===== src/rtl/pipe_pkg.sv =====
// Shared definitions for the inter-stage pipeline registers.
// Holds the occupancy state enum used by the skid-buffered stage and the
// default control/data widths of each CPU stage boundary.
package pipe_pkg;

  // Occupancy of a skid-buffered stage: nothing, main only, main + skid.
  typedef enum logic [1:0] {
    EMPTY = 2'd0,
    HALF  = 2'd1,
    FULL  = 2'd2
  } pipe_state_e;

  // Stage boundaries that instantiate pipe_stage_reg.
  typedef enum logic [1:0] {
    STAGE_IF_ID  = 2'd0,
    STAGE_ID_EX  = 2'd1,
    STAGE_EX_MEM = 2'd2,
    STAGE_MEM_WB = 2'd3
  } pipe_stage_e;

  // IF/ID: predicted-taken + valid-instruction flags; pc 32 + instr 32.
  localparam int unsigned IFID_CTRL_W  = 2;
  localparam int unsigned IFID_DATA_W  = 64;
  // ID/EX: alu_src, branch, jump, alu_op(2), MemRead, MemWrite, RegWrite;
  // pc 32 + rs1 32 + rs2 32 + imm 32 + rd 5.
  localparam int unsigned IDEX_CTRL_W  = 8;
  localparam int unsigned IDEX_DATA_W  = 133;
  // EX/MEM: MemRead, MemWrite, RegWrite, mem_to_reg; alu 32 + store 32 + rd 5.
  localparam int unsigned EXMEM_CTRL_W = 4;
  localparam int unsigned EXMEM_DATA_W = 69;
  // MEM/WB: RegWrite, mem_to_reg; result 32 + rd 5.
  localparam int unsigned MEMWB_CTRL_W = 2;
  localparam int unsigned MEMWB_DATA_W = 37;

  // Widths used when a stage is instantiated without overrides.
  localparam int unsigned DEFAULT_CTRL_W = EXMEM_CTRL_W;
  localparam int unsigned DEFAULT_DATA_W = EXMEM_DATA_W;

  // Control-field width for a given stage boundary.
  function automatic int unsigned stage_ctrl_w(pipe_stage_e stage);
    int unsigned w;
    w = DEFAULT_CTRL_W;
    case (stage)
      STAGE_IF_ID:  w = IFID_CTRL_W;
      STAGE_ID_EX:  w = IDEX_CTRL_W;
      STAGE_EX_MEM: w = EXMEM_CTRL_W;
      STAGE_MEM_WB: w = MEMWB_CTRL_W;
      default:      w = DEFAULT_CTRL_W;
    endcase
    return w;
  endfunction

  // Data-field width for a given stage boundary.
  function automatic int unsigned stage_data_w(pipe_stage_e stage);
    int unsigned w;
    w = DEFAULT_DATA_W;
    case (stage)
      STAGE_IF_ID:  w = IFID_DATA_W;
      STAGE_ID_EX:  w = IDEX_DATA_W;
      STAGE_EX_MEM: w = EXMEM_DATA_W;
      STAGE_MEM_WB: w = MEMWB_DATA_W;
      default:      w = DEFAULT_DATA_W;
    endcase
    return w;
  endfunction

endpackage


===== src/rtl/pipe_stage_reg.sv =====
// Pipeline-stage register with valid/ready handshake, stall and flush.
// SKID=1: two-entry skid buffer (main feeds outputs, skid is second) with
//         in_ready_o derived from registered occupancy only.
// SKID=0: single register, in_ready_o passes through from out_ready_i.
// Ports:
//   clk_i, rst_i (sync, active-high)
//   hold_i  - stall, freezes all state and blocks both transfers
//   flush_i - drops held entries and the current input
//   in_valid_i / in_ready_o / in_ctrl_i / in_data_i   - upstream side
//   out_valid_o / out_ready_i / out_ctrl_o / out_data_o - downstream side
// Control bits read as zero whenever no valid entry is presented, so a
// bubble never asserts MemRead/MemWrite/RegWrite downstream.
module pipe_stage_reg
  import pipe_pkg::*;
#(
  parameter int unsigned CTRL_W = DEFAULT_CTRL_W,
  parameter int unsigned DATA_W = DEFAULT_DATA_W,
  parameter bit          SKID   = 1'b1
) (
  input  logic              clk_i,
  input  logic              rst_i,
  input  logic              hold_i,
  input  logic              flush_i,
  input  logic              in_valid_i,
  output logic              in_ready_o,
  input  logic [CTRL_W-1:0] in_ctrl_i,
  input  logic [DATA_W-1:0] in_data_i,
  output logic              out_valid_o,
  input  logic              out_ready_i,
  output logic [CTRL_W-1:0] out_ctrl_o,
  output logic [DATA_W-1:0] out_data_o
);

  logic              in_fire;
  logic              out_fire;
  logic              head_valid;
  logic [CTRL_W-1:0] head_ctrl;
  logic [DATA_W-1:0] head_data;

  // Handshake qualification; flush and hold suppress both sides.
  assign in_fire  = in_valid_i & in_ready_o & ~flush_i;
  assign out_fire = head_valid & out_ready_i & ~hold_i & ~flush_i;

  // Head presentation with control masking for bubbles.
  assign out_valid_o = head_valid;
  assign out_ctrl_o  = head_ctrl & {CTRL_W{head_valid}};
  assign out_data_o  = head_data;

  if (SKID) begin : g_skid
    pipe_state_e       state_q;
    pipe_state_e       state_d;
    logic [CTRL_W-1:0] main_ctrl_q;
    logic [CTRL_W-1:0] main_ctrl_d;
    logic [DATA_W-1:0] main_data_q;
    logic [DATA_W-1:0] main_data_d;
    logic [CTRL_W-1:0] skid_ctrl_q;
    logic [CTRL_W-1:0] skid_ctrl_d;
    logic [DATA_W-1:0] skid_data_q;
    logic [DATA_W-1:0] skid_data_d;

    // Ready depends only on registered occupancy and the stall input.
    assign in_ready_o = (state_q != FULL) & ~hold_i;
    assign head_valid = (state_q != EMPTY);
    assign head_ctrl  = main_ctrl_q;
    assign head_data  = main_data_q;

    // State and payload registers.
    always_ff @(posedge clk_i) begin
      if (rst_i) begin
        state_q     <= EMPTY;
        main_ctrl_q <= '0;
        main_data_q <= '0;
        skid_ctrl_q <= '0;
        skid_data_q <= '0;
      end else begin
        state_q     <= state_d;
        main_ctrl_q <= main_ctrl_d;
        main_data_q <= main_data_d;
        skid_ctrl_q <= skid_ctrl_d;
        skid_data_q <= skid_data_d;
      end
    end

    // Next-state and payload steering.
    always_comb begin
      state_d     = state_q;
      main_ctrl_d = main_ctrl_q;
      main_data_d = main_data_q;
      skid_ctrl_d = skid_ctrl_q;
      skid_data_d = skid_data_q;
      if (flush_i) begin
        // Data is left stale; only control must not leak from a bubble.
        state_d     = EMPTY;
        main_ctrl_d = '0;
        skid_ctrl_d = '0;
      end else if (!hold_i) begin
        case (state_q)
          EMPTY: begin
            if (in_fire) begin
              state_d     = HALF;
              main_ctrl_d = in_ctrl_i;
              main_data_d = in_data_i;
            end
          end
          HALF: begin
            if (in_fire && out_fire) begin
              main_ctrl_d = in_ctrl_i;
              main_data_d = in_data_i;
            end else if (in_fire) begin
              state_d     = FULL;
              skid_ctrl_d = in_ctrl_i;
              skid_data_d = in_data_i;
            end else if (out_fire) begin
              state_d = EMPTY;
            end
          end
          FULL: begin
            // in_ready_o is low here, so only the drain path exists.
            if (out_fire) begin
              state_d     = HALF;
              main_ctrl_d = skid_ctrl_q;
              main_data_d = skid_data_q;
            end
          end
          default: begin
            state_d = EMPTY;
          end
        endcase
      end
    end
  end else begin : g_single
    logic              valid_q;
    logic              valid_d;
    logic [CTRL_W-1:0] ctrl_q;
    logic [CTRL_W-1:0] ctrl_d;
    logic [DATA_W-1:0] data_q;
    logic [DATA_W-1:0] data_d;

    // Accept when empty or when the head leaves this same cycle.
    assign in_ready_o = (~valid_q | out_ready_i) & ~hold_i;
    assign head_valid = valid_q;
    assign head_ctrl  = ctrl_q;
    assign head_data  = data_q;

    // Single entry register.
    always_ff @(posedge clk_i) begin
      if (rst_i) begin
        valid_q <= 1'b0;
        ctrl_q  <= '0;
        data_q  <= '0;
      end else begin
        valid_q <= valid_d;
        ctrl_q  <= ctrl_d;
        data_q  <= data_d;
      end
    end

    // Load on accept, empty on consume-without-refill, clear on flush.
    always_comb begin
      valid_d = valid_q;
      ctrl_d  = ctrl_q;
      data_d  = data_q;
      if (flush_i) begin
        valid_d = 1'b0;
        ctrl_d  = '0;
      end else if (in_fire) begin
        valid_d = 1'b1;
        ctrl_d  = in_ctrl_i;
        data_d  = in_data_i;
      end else if (out_fire) begin
        valid_d = 1'b0;
      end
    end
  end

endmodule


===== config.mk =====
export PLATFORM = sky130hd
export DESIGN_NAME = pipe_stage_reg
export DESIGN_NICKNAME = d
export VERILOG_FILES = /design/src/rtl/pipe_pkg.sv /design/src/rtl/pipe_stage_reg.sv
export SDC_FILE = /design/constraint.sdc
export NUM_CORES = 1
export LEC_CHECK = 0
export ABC_AREA = 1
export BUFFER_PORTS_ARGS = -buffer_cell sky130_fd_sc_hd__buf_2
export CAP_MARGIN = 20
export CORE_AREA = 2 2 192 100
export CTS_CLUSTER_DIAMETER = 30
export DETAILED_ROUTE_END_ITERATION = 8
export DIE_AREA = 0 0 194 102
export PLACE_DENSITY = 0.71
export SYNTH_ARGS = -nofsm -noshare
export SYNTH_HDL_FRONTEND = slang
export SYNTH_SLANG_ARGS = --single-unit

===== constraint.sdc =====
create_clock -name clk_i -period 1.4 [get_ports clk_i]
set_input_delay 0.07 -clock clk_i [delete_from_list [all_inputs] [get_ports clk_i]]
set_output_delay 0.07 -clock clk_i [all_outputs]
set_load 0.01 [all_outputs]

==> insert_results.sql, run 1 <==
INSERT INTO impl_metrics (metric_group, metric, value, unit) VALUES
('power', 'powerDensity', '1094', 'mW/mm^2'),
('logic_synthesis', 'yosysWarnings', '0', ''),
('cts', 'cts_num_sinks', '148', ''),
('layout', 'drive_gt1_share', '27.27', '%'),
('global_routing', 'gr-usage-all-layers', '20.65', '%'),
('layout', 'antenna_cells_inserted', '0', ''),
('setup_path', 'arrival', '1.76', 'ns'),
('sta', 'rsz0062_at_grt', 'true', ''),
('sta', 'final.period_utilization', '104.3', '%'),
('routing', 'detailedRoute.firstPassIterationCount', '4', ''),
('sta', 'max_slew_margin', '77.99', '%'),
('logic_synthesis', 'top_area_cell_type_share_of_the_netlist_area', '44.98', '%'),
('outcome', 'outcome', 'finished with violations', ''),
('placed_design', 'io_buffer_count', '153', ''),
('routing', 'avgViaCountPerCell', '4.855', ''),
('setup_path', 'timing.critical_path.slowest_stage_cell', 'dfxtp_4', ''),
('setup_path', 'critPathMaxStageDelay', '0.37', 'ns'),
('sta', 'timing_hold_violations_final', '0', ''),
('logic_synthesis', 'post_synth_inst_count', '924', ''),
('logic_synthesis', 'ys_ff_latch', '148', ''),
('layout', 'fillCellCount', '1625', ''),
('cts', 'cts_tree', 'yes', ''),
('sta', 'fin_worst_skew', '0.01105', 'ns'),
('power', 'finalPower', '10.96', 'mW'),
('logic_synthesis', 'syn_area', '0.006588', 'sq mm'),
('cts', 'cts_htree_levels', '4', ''),
('routing', 'via_count', '6880', ''),
('global_routing', 'first_pass_grt_wire_length', '32710', 'um'),
('sta', 'report.final.setup_viol', '73', ''),
('setup_path', 'required', '1.70', 'ns'),
('logic_synthesis', 'seq_area_frac_synth', '44.98', '%'),
('layout', 'mostFrequentLayoutCells', '155 x nand2_1, 149 x buf_2, 146 x dfxtp_1', ''),
('routing', 'wirelength', '21660', 'um'),
('layout', 'area.growth.synth_to_final', '52.06', '%'),
('setup_path', 'cpMostUsedCell', 'buf_12', ''),
('setup_path', 'critical_path.cell_chain', 'inv_4, nand2_2, nor2_4, nand3_4, buf_12, buf_12, o21ai_0, a21oi_1', ''),
('routing', 'drt_iter0_drc', '474', ''),
('logic_synthesis', 'synthDominantAreaCellType', 'dfxtp_1', ''),
('min_path', 'whs_path_depth', '5', ''),
('layout', 'layout.cells.non_filler', '1417', ''),
('cts', 'clk-insertion-delay-late', '0.42', 'ns'),
('floorplanning', 'fp.dieH', '102', 'um'),
('routing', 'remaining_drc_errors', '0', ''),
('floorplanning', 'ios', '154', ''),
('cts', 'clock_tree.buffer_depth', '2', ''),
('job', 'drv.max_cap_violation_count', '0', ''),
('global_routing', 'grt_residual_overflow', '0', ''),
('sta', 'final_worst_setup_slack', '-0.05966', 'ns'),
('placed_design', 'place_hpwl', '11650', 'um'),
('setup_path', 'setup.worst_path.class', 'flip-flop to flip-flop', ''),
('logic_synthesis', 'netlist-cell-type-count', '19', ''),
('power', 'vdd_drop_max', '797.9', 'uV'),
('placed_design', 'globalplace.congestion', '0.8090', ''),
('logic_synthesis', 'postSynthAreaPerCell', '7.129', 'sq um'),
('power', 'static-leakage-power', '4.658', 'nW'),
('routing', 'antenna_violating_nets_remaining', '0', ''),
('floorplanning', 'design.core.area', '0.01804', 'sq mm'),
('sta', 'worst_pin_slew', '0.3302', 'ns'),
('setup_path', 'worstSetupEndpointType', 'flip-flop', ''),
('routing', 'avgRoutedWirePerCell', '15.29', 'um'),
('sta', 'finalCriticalPeriod', '1.460', 'ns'),
('global_routing', 'grt_antenna_before_repair', '0', ''),
('floorplanning', 'die_area', '0.01979', 'sq mm'),
('logic_synthesis', 'synthesis.nets', '1003', ''),
('outcome', 'violations', 'negative setup slack', ''),
('sta', 'final.hold.worst_slack', '0.1012', 'ns'),
('placed_design', 'placedCellCount', '1290', ''),
('setup_path', 'crit_path_max_fanout', '13', ''),
('global_routing', 'grt_pass1_vias', '6418', ''),
('layout', 'layout.nets', '1243', ''),
('layout', 'layout.cells.most_common', 'nand2_1', ''),
('cts', 'clk_root_buffer_cell', 'clkbuf_16', ''),
('min_path', 'hold_path.class', 'primary input to flip-flop', ''),
('sta', 'clock.fmax', '685.1', 'MHz'),
('setup_path', 'crit_path_start_kind', 'flip-flop', ''),
('setup_path', 'rr_worst_depth', '8', ''),
('global_routing', 'grt_max_degree', '78', ''),
('floorplanning', 'starting_density_of_the_core', '36.51', '%'),
('floorplanning', 'row_count', '35', ''),
('floorplanning', 'die-width', '194', 'um'),
('logic_synthesis', 'synth.top_cells.by_area', 'dfxtp_1 45%, o21ai_0 11%, nand2_1 8.9%', ''),
('cts', 'tritoncts_buffers', '17', ''),
('sta', 'slew_viol_final', '0', ''),
('cts', 'clk_transition_reported_paths', '0.06', 'ns');
## per-stage QoR
| stage | cell area, sq um | worst slack [ns] | utilization, % | TNS [ns] |
|---|---|---|---|---|
| floorplan | 6593 | 0.005451 | - | 0 |
| global placement | 7750 | -0.1430 | 42.95 | -9.875 |
| detailed placement | 7750 | -0.1561 | 42.95 | -12.56 |
| CTS | 9558 | -0.01483 | 52.98 | -0.05177 |
| global route | 10020 | -0.1406 | 55.52 | -11.82 |
| finish | 10020 | -0.05966 | 55.52 | -1.295 |
## worst max-delay path, delay by kind of cell (launching register included)
kind	cells	cell delay (ns)
flops	1	0.37
simple gates	3	0.31
buf+inv	3	0.39
compound gates	2	0.26
## registers in the layout, summed over array words and instances (netlist names)
signal,cells
out_data_o,69
g_skid.skid_data_q,69
g_skid.main_ctrl_q,4
g_skid.state_q,2
g_skid.skid_ctrl_q,4
## final cells by class
class,instances,area (sq um),area share [%]
Clock inverter,8,171.4,1.711
Tap cell,240,300.3,2.998
Sequential cell,148,2970,29.65
Multi-Input combinational cell,619,3193,31.88
Clock buffer,24,481.7,4.809
Timing Repair Buffer,289,2542,25.38
Inverter,89,357.8,3.572
## cell families (layout without fill, tap and decap cells)
| family | after synthesis | after routing | share of synthesized area (%) |
|---|---|---|---|
| AOI/OAI and AO/OA | 220 | 220 | 16.71 |
| buffers and inverters | 157 | 410 | 10.77 |
| DFF | 148 | 148 | 44.98 |
| and+or+nand+nor | 399 | 399 | 27.54 |
## cell usage after synthesis, drive strengths merged
cell type  count
clkbuf        34
o21ai        146
nand2        161
nand3         10
nor2         157
and3           1
dfxtp        148
a21oi         74
buf           34
inv           89
nand4          1
nand3b        69
## path summary, 6_finish.rpt
path                               start                endpoint  slack (ns)
hold / removal                     rst_i       g_skid.state_q[1]        0.10
setup reg to reg       g_skid.state_q[1]  g_skid.skid_data_q[65]       -0.06
hold reg to reg   g_skid.skid_data_q[10]  g_skid.skid_data_q[10]        0.44
setup / recovery       g_skid.state_q[1]  g_skid.skid_data_q[65]       -0.06
## timing repair
item,4_1_cts,5_1_grt
buffers inserted,5,3
hold buffers,73,0
resized for setup,114,65
gates cloned,6,9
endpoints found under the hold margin,86,0
pin swaps,7,10
setup endpoints to repair,153,152
## metal layers
| metal | routed length (um) | global-route usage, % | vias to the layer above |
|---|---|---|---|
| met2 | 9392 | 32.08 | 271 |
| met4 | 233 | 5.769 | 0 |
| li1 | - | - | 3440 |
| met5 | 0 | 0 | - |
| met1 | 10160 | 28.57 | 3145 |
| met3 | 1877 | 5.380 | 24 |
## power breakdown
group	internal (mW)	switching, mW
Combinational	0.683	0.734
Sequential	4.35	0.0730
Clock	3.31	1.81
Note: power is estimated with default switching activity, not from simulation.
==> run 2: changes to the inputs <==
--- a/config.mk
+++ b/config.mk
@@ -12,7 +12,7 @@
 export CTS_CLUSTER_DIAMETER = 30
 export DETAILED_ROUTE_END_ITERATION = 8
 export DIE_AREA = 0 0 194 102
-export PLACE_DENSITY = 0.71
+export PLACE_DENSITY = 0.69
 export SYNTH_ARGS = -nofsm -noshare
 export SYNTH_HDL_FRONTEND = slang
 export SYNTH_SLANG_ARGS = --single-unit
==> constraint.sdc (replaced) <==
create_clock -name clk_i -period 1.5 [get_ports clk_i]
set_input_delay 0.075 -clock clk_i [delete_from_list [all_inputs] [get_ports clk_i]]
set_output_delay 0.075 -clock clk_i [all_outputs]
set_load 0.01 [all_outputs]
==> insert_results.sql, run 2 (same netlist as run 1, synthesis figures left out) <==
INSERT INTO impl_metrics (metric_group, metric, value, unit) VALUES
('routing', 'avgViaCountPerCell', '4.706', ''),
('sta', 'clock.fmax', '683.9', 'MHz'),
('routing', 'detailedRoute.firstPassIterationCount', '4', ''),
('power', 'static-leakage-power', '4.336', 'nW'),
('placed_design', 'dpl_cell_area', '0.007677', 'sq mm'),
('setup_path', 'timing.critical_path.slowest_stage_cell', 'dfxtp_2', ''),
('sta', 'timing_hold_violations_final', '0', ''),
('sta', 'max_slew_margin', '75.88', '%'),
('power', 'power_switching_share', '27.99', '%'),
('layout', 'multi_input_comb_area', '0.003020', 'sq mm'),
('floorplanning', 'starting_density_of_the_core', '36.51', '%'),
('routing', 'drt_iter0_drc', '355', ''),
('cts', 'clk-insertion-delay-late', '0.43', 'ns'),
('cts', 'cts_htree_levels', '4', ''),
('layout', 'final_area', '0.009241', 'sq mm'),
('routing', 'antenna_violating_nets_remaining', '0', ''),
('setup_path', 'arrival', '1.78', 'ns'),
('setup_path', 'crit_path_start_kind', 'flip-flop', ''),
('floorplanning', 'die_area', '0.01979', 'sq mm'),
('cts', 'clk_transition_reported_paths', '0.06', 'ns'),
('layout', 'drive_gt1_share', '23.07', '%'),
('global_routing', 'grt_residual_overflow', '0', ''),
('power', 'intPower', '6.840', 'mW'),
('routing', 'met1Wirelength', '9751', 'um'),
('placed_design', 'placedCellCount', '1281', ''),
('setup_path', 'critPathMaxStageDelay', '0.34', 'ns'),
('layout', 'post-route-util', '51.22', '%'),
('sta', 'report.final.setup_viol', '0', ''),
('layout', 'layout.nets', '1219', ''),
('global_routing', 'gr-usage-all-layers', '18.78', '%'),
('sta', 'final.setup.tns', '0', 'ns'),
('power', 'clkPwrFrac', '43.5', '%'),
('routing', 'route.top_layer_used', 'met4', ''),
('power', 'powerDensity', '1028', 'mW/mm^2'),
('setup_path', 'critical_path.cell_chain', 'inv_2, nand2_4, inv_2, nor2_2, nand3_4, nand2_4, inv_8, buf_12, nor2_1, nor2_1', ''),
('sta', 'fin_worst_skew', '0.01230', 'ns'),
('sta', 'finalCriticalPeriod', '1.462', 'ns'),
('global_routing', 'first_pass_grt_wire_length', '29740', 'um'),
('outcome', 'outcome', 'finished clean', ''),
('setup_path', 'crit_path_max_fanout', '10', ''),
('global_routing', 'grt_pass1_vias', '5945', ''),
('sta', 'rsz0062_at_grt', 'true', ''),
('sta', 'worst_pin_slew', '0.3618', 'ns'),
('placed_design', 'globalplace.congestion', '0.7742', ''),
('job', 'drv.max_cap_violation_count', '0', ''),
('power', 'vdd_drop_max', '741.1', 'uV'),
('cts', 'clk_root_buffer_cell', 'clkbuf_16', ''),
('min_path', 'hold_path.class', 'primary input to flip-flop', ''),
('layout', 'layout.cells.most_common', 'nand2_1', ''),
('power', 'power.combinational.fraction', '13.1', '%'),
('floorplanning', 'die-width', '194', 'um'),
('floorplanning', 'row_count', '35', ''),
('placed_design', 'place_hpwl', '11170', 'um'),
('routing', 'routed-wl-met3', '1298', 'um'),
('layout', 'seqCellArea', '0.002968', 'sq mm'),
('cts', 'cts_tree', 'yes', ''),
('setup_path', 'critPathTopFamily', 'simple AND/OR/NAND/NOR gates', ''),
('power', 'finalPower', '9.498', 'mW'),
('setup_path', 'path_buf_inv', '4', ''),
('global_routing', 'grt_max_degree', '70', ''),
('setup_path', 'required', '1.82', 'ns'),
('layout', 'fillCellCount', '1724', ''),
('cts', 'clock_tree.buffer_depth', '2', ''),
('floorplanning', 'design.core.area', '0.01804', 'sq mm'),
('routing', 'via_count', '6555', ''),
('layout', 'antenna_cells_inserted', '0', ''),
('routing', 'wirelength', '19720', 'um'),
('sta', 'slew_viol_final', '0', ''),
('setup_path', 'worstSetupEndpointType', 'flip-flop', ''),
('setup_path', 'setup.worst_path.class', 'flip-flop to flip-flop', ''),
('sta', 'final.period_utilization', '97.48', '%'),
('layout', 'area.growth.synth_to_final', '40.28', '%'),
('cts', 'cts_num_sinks', '148', ''),
('floorplanning', 'fp.dieH', '102', 'um'),
('power', 'total_switching_power', '2.658', 'mW'),
('global_routing', 'grt_antenna_before_repair', '0', ''),
('placed_design', 'io_buffer_count', '153', ''),
('layout', 'layout.cells.non_filler', '1393', ''),
('power', 'sequentialPowerShare', '43.4', '%'),
('routing', 'remaining_drc_errors', '0', ''),
('routing', 'routed_wire_length_on_met2', '8482', 'um'),
('floorplanning', 'ios', '154', ''),
('routing', 'avgRoutedWirePerCell', '14.16', 'um'),
('layout', 'mostFrequentLayoutCells', '156 x nand2_1, 153 x buf_2, 146 x dfxtp_1', ''),
('cts', 'tritoncts_buffers', '17', '');
## run 2: cell types whose count changed in the layout (fill, tap and decap cells not counted), sizes merged
| cell | change |
|---|---|
| buf | -20 |
| clkbuf | -10 |
| inv | +10 |
| bufinv | -5 |
| clkinvlp | +2 |
| dlygate4sd3 | -1 |
## run 2: final timing paths
check                         start                     end  slack, ns  depth (start not counted)
max reg2reg       g_skid.state_q[0]          out_data_o[66]       0.04                         10
min reg2reg  g_skid.skid_data_q[20]  g_skid.skid_data_q[20]       0.44                          2
max               g_skid.state_q[0]          out_data_o[66]       0.04                         10
min                   in_data_i[54]  g_skid.skid_data_q[54]    0.00004                          3
## run 2: worst min-delay path, delay by kind of cell
kind	cells	cell delay, ns
compound gates	2	0.21
buf+inv	1	0.10
## run 2: final cells by class
class / count / area share, %
inverters: 89 / 3.737
well taps: 240 / 3.249
multi-input cells: 619 / 32.68
repair buffers: 265 / 22.18
clock buffers: 17 / 4.603
clock inverters: 15 / 1.435
flip-flops and latches: 148 / 32.11
## run 2: repair_timing
action | CTS | global route
hold buffers | 72 | 0
setup endpoints to repair | 14 | 117
cloned | 0 | 8
pin swaps | 0 | 5
resized for setup | 3 | 57
buffers inserted | 0 | 0
hold endpoints to repair | 87 | 0
## run 2: stage by stage
step | setup WS (ns) | hold slack (ns)
floorplan | 0.08403 | 0.1975
global placement | 0.006320 | 0.3664
detailed placement | -0.004850 | 0.3767
CTS | 0.01192 | 0.007222
global route | -0.04246 | 0.003274
finish | 0.03776 | 0.00004494
## run 2: metal layers
metal	GRT usage [%]	vias to the layer above
li1	-	3389
met1	25.42	2961
met2	30.28	186
met3	4.587	19
met4	5.070	0
met5	0	-
## run 2: power by group through the flow
stage / logic [mW] / clock network, mW / registers [mW]
floorplan: 0.532 / 0 / 4.25
global placement: 0.989 / 0 / 4.21
detailed placement: 1.00 / 0 / 4.20
CTS: 1.16 / 4.23 / 4.12
global route: 1.38 / 4.40 / 4.13
finish: 1.25 / 4.13 / 4.12
==> run 3: changes to the inputs <==
==> constraint.sdc (replaced) <==
create_clock -name clk_i -period 1.9 [get_ports clk_i]
set_input_delay 0.095 -clock clk_i [delete_from_list [all_inputs] [get_ports clk_i]]
set_output_delay 0.095 -clock clk_i [all_outputs]
set_load 0.01 [all_outputs]
==> insert_results.sql, run 3 (same netlist as run 1, synthesis figures left out) <==
INSERT INTO impl_metrics (metric_group, metric, value, unit) VALUES
('job', 'drv.max_cap_violation_count', '0', ''),
('routing', 'detailedRoute.firstPassIterationCount', '4', ''),
('sta', 'rsz0062_at_grt', 'false', ''),
('layout', 'mostFrequentLayoutCells', '157 x nand2_1, 155 x nor2_1, 153 x buf_2', ''),
('cts', 'clk_root_buffer_cell', 'clkbuf_16', ''),
('layout', 'drive_gt1_share', '18.65', '%'),
('floorplanning', 'starting_density_of_the_core', '36.51', '%'),
('routing', 'remaining_drc_errors', '0', ''),
('cts', 'cts_tree', 'yes', ''),
('routing', 'avgRoutedWirePerCell', '13.13', 'um'),
('sta', 'slew_viol_final', '0', ''),
('placed_design', 'placedCellCount', '1256', ''),
('sta', 'report.final.setup_viol', '0', ''),
('setup_path', 'setup.worst_path.class', 'flip-flop to flip-flop', ''),
('layout', 'seqCellArea', '0.002963', 'sq mm'),
('cts', 'tritoncts_buffers', '17', ''),
('routing', 'avgViaCountPerCell', '4.650', ''),
('sta', 'final.period_utilization', '87.49', '%'),
('cts', 'clock_tree.buffer_depth', '2', ''),
('floorplanning', 'die-width', '194', 'um'),
('routing', 'via_count', '6277', ''),
('power', 'vdd_drop_max', '553.2', 'uV'),
('setup_path', 'rrSetupSlack', '0.24', 'ns'),
('layout', 'layout.cells.non_filler', '1350', ''),
('setup_path', 'arrival', '1.97', 'ns'),
('cts', 'cts_htree_levels', '4', ''),
('layout', 'multi_input_comb_area', '0.002933', 'sq mm'),
('placed_design', 'io_buffer_count', '153', ''),
('floorplanning', 'design.core.area', '0.01804', 'sq mm'),
('sta', 'fin_worst_skew', '0.01038', 'ns'),
('setup_path', 'crit_path_max_fanout', '72', ''),
('setup_path', 'worstSetupEndpointType', 'flip-flop', ''),
('layout', 'layout.nets', '1176', ''),
('layout', 'layout.cells.most_common', 'nand2_1', ''),
('sta', 'final.setup.tns', '0', 'ns'),
('power', 'static-leakage-power', '4.052', 'nW'),
('cts', 'cts_setup_buffers', '0', ''),
('power', 'powerDensity', '856.9', 'mW/mm^2'),
('floorplanning', 'row_count', '35', ''),
('routing', 'drt_iter0_drc', '282', ''),
('floorplanning', 'die_area', '0.01979', 'sq mm'),
('cts', 'clk_transition_reported_paths', '0.06', 'ns'),
('placed_design', 'place_hpwl', '10130', 'um'),
('global_routing', 'grt_residual_overflow', '0', ''),
('layout', 'antenna_cells_inserted', '0', ''),
('global_routing', 'grt_pass1_vias', '5788', ''),
('placed_design', 'globalplace.congestion', '0.7843', ''),
('cts', 'cts_num_sinks', '148', ''),
('cts', 'clk-insertion-delay-late', '0.42', 'ns'),
('global_routing', 'grt_max_degree', '148', ''),
('routing', 'wirelength', '17720', 'um'),
('sta', 'worst_pin_slew', '0.6421', 'ns'),
('outcome', 'outcome', 'finished clean', ''),
('sta', 'finalCriticalPeriod', '1.662', 'ns'),
('sta', 'clock.fmax', '601.6', 'MHz'),
('global_routing', 'gr-usage-all-layers', '18.30', '%'),
('layout', 'fillCellCount', '1802', ''),
('routing', 'antenna_violating_nets_remaining', '0', ''),
('global_routing', 'grt_antenna_before_repair', '0', ''),
('floorplanning', 'fp.dieH', '102', 'um'),
('floorplanning', 'ios', '154', ''),
('sta', 'max_slew_margin', '57.19', '%'),
('layout', 'area.growth.synth_to_final', '30.85', '%'),
('sta', 'timing_hold_violations_final', '0', ''),
('setup_path', 'required', '2.21', 'ns'),
('setup_path', 'crit_path_start_kind', 'flip-flop', ''),
('min_path', 'hold_path.class', 'primary input to flip-flop', ''),
('global_routing', 'first_pass_grt_wire_length', '29280', 'um');
run 3: cell types whose count changed in the layout (fill, tap and decap cells not counted), sizes merged:
cell         before  now
bufinv            0    1
clkinv            3    6
buf             188  160
dlygate4sd3      72   62
clkbuf           22   19
inv              98   91
clkinvlp          3    4
run 3: path summary, 6_finish.rpt:
check | from | end | depth (start not counted)
setup reg to reg | g_skid.state_q[0] | out_data_o[60] | 9
hold / removal | in_data_i[53] | g_skid.skid_data_q[53] | 3
setup / recovery | g_skid.state_q[0] | out_data_o[60] | 9
hold reg to reg | g_skid.skid_data_q[55] | g_skid.skid_data_q[55] | 2
run 3: repair_timing:
| item | in CTS | in global routing |
|---|---|---|
| endpoints found under the hold margin | 63 | 0 |
| endpoints found under the setup margin | 33 | 23 |
| resized for setup | 1 | 2 |
| gates cloned | 0 | 0 |
| hold buffers | 62 | 0 |
run 3: stage by stage:
step / setup slack [ns] / hold WS (ns) / total power, mW / cell area, sq um / utilization [%]
CTS: 0.1246 / 0.002273 / 7.458 / 8617 / 47.76
global placement: 0.06491 / 0.3896 / 4.050 / 7415 / 41.10
detailed placement: -0.002211 / 0.3968 / 4.056 / 7415 / 41.10
global route: 0.04293 / 0.01687 / 7.735 / 8620 / 47.77
floorplan: 0.4840 / 0.2375 / 3.778 / 6588 / -
finish: 0.2376 / 0.01332 / 7.386 / 8620 / 47.77
run 3: cell type report:
cell class | count | share of cell area, %
multi-input cells | 619 | 34.03
inverters | 89 | 3.977
clock inverters | 13 | 1.466
repair buffers | 222 | 17.42
clock buffers | 19 | 5.255
well taps | 240 | 3.484
flip-flops and latches | 148 | 34.37
run 3: where the power goes:
group          total, mW  internal [mW]  leakage, nW  switching, mW
combinational      0.846          0.386         2.58          0.460
clock               3.29           1.89        0.273           1.40
sequential          3.25           3.20         1.20         0.0491
total               7.39           5.48         4.05           1.91
run 3: worst max-delay path: stages (launching register included):
cell and delay [ns]:
dfxtp_1 0.33, inv_2 0.13, nand2_2 0.08, inv_2 0.12, nand2_2 0.10, nand4_4 0.12, buf_12 0.33, nand3b_1 0.16
nand2_1 0.10, nor2_1 0.06
run 3: layer usage:
layer  global-route usage, %  vias up  wire (um)
li1                        -     3290          -
met4                   3.380        0         90
met3                   5.281       12       1141
met5                       0        -          0
met2                   27.84      169       7436
met1                   26.03     2806       9054
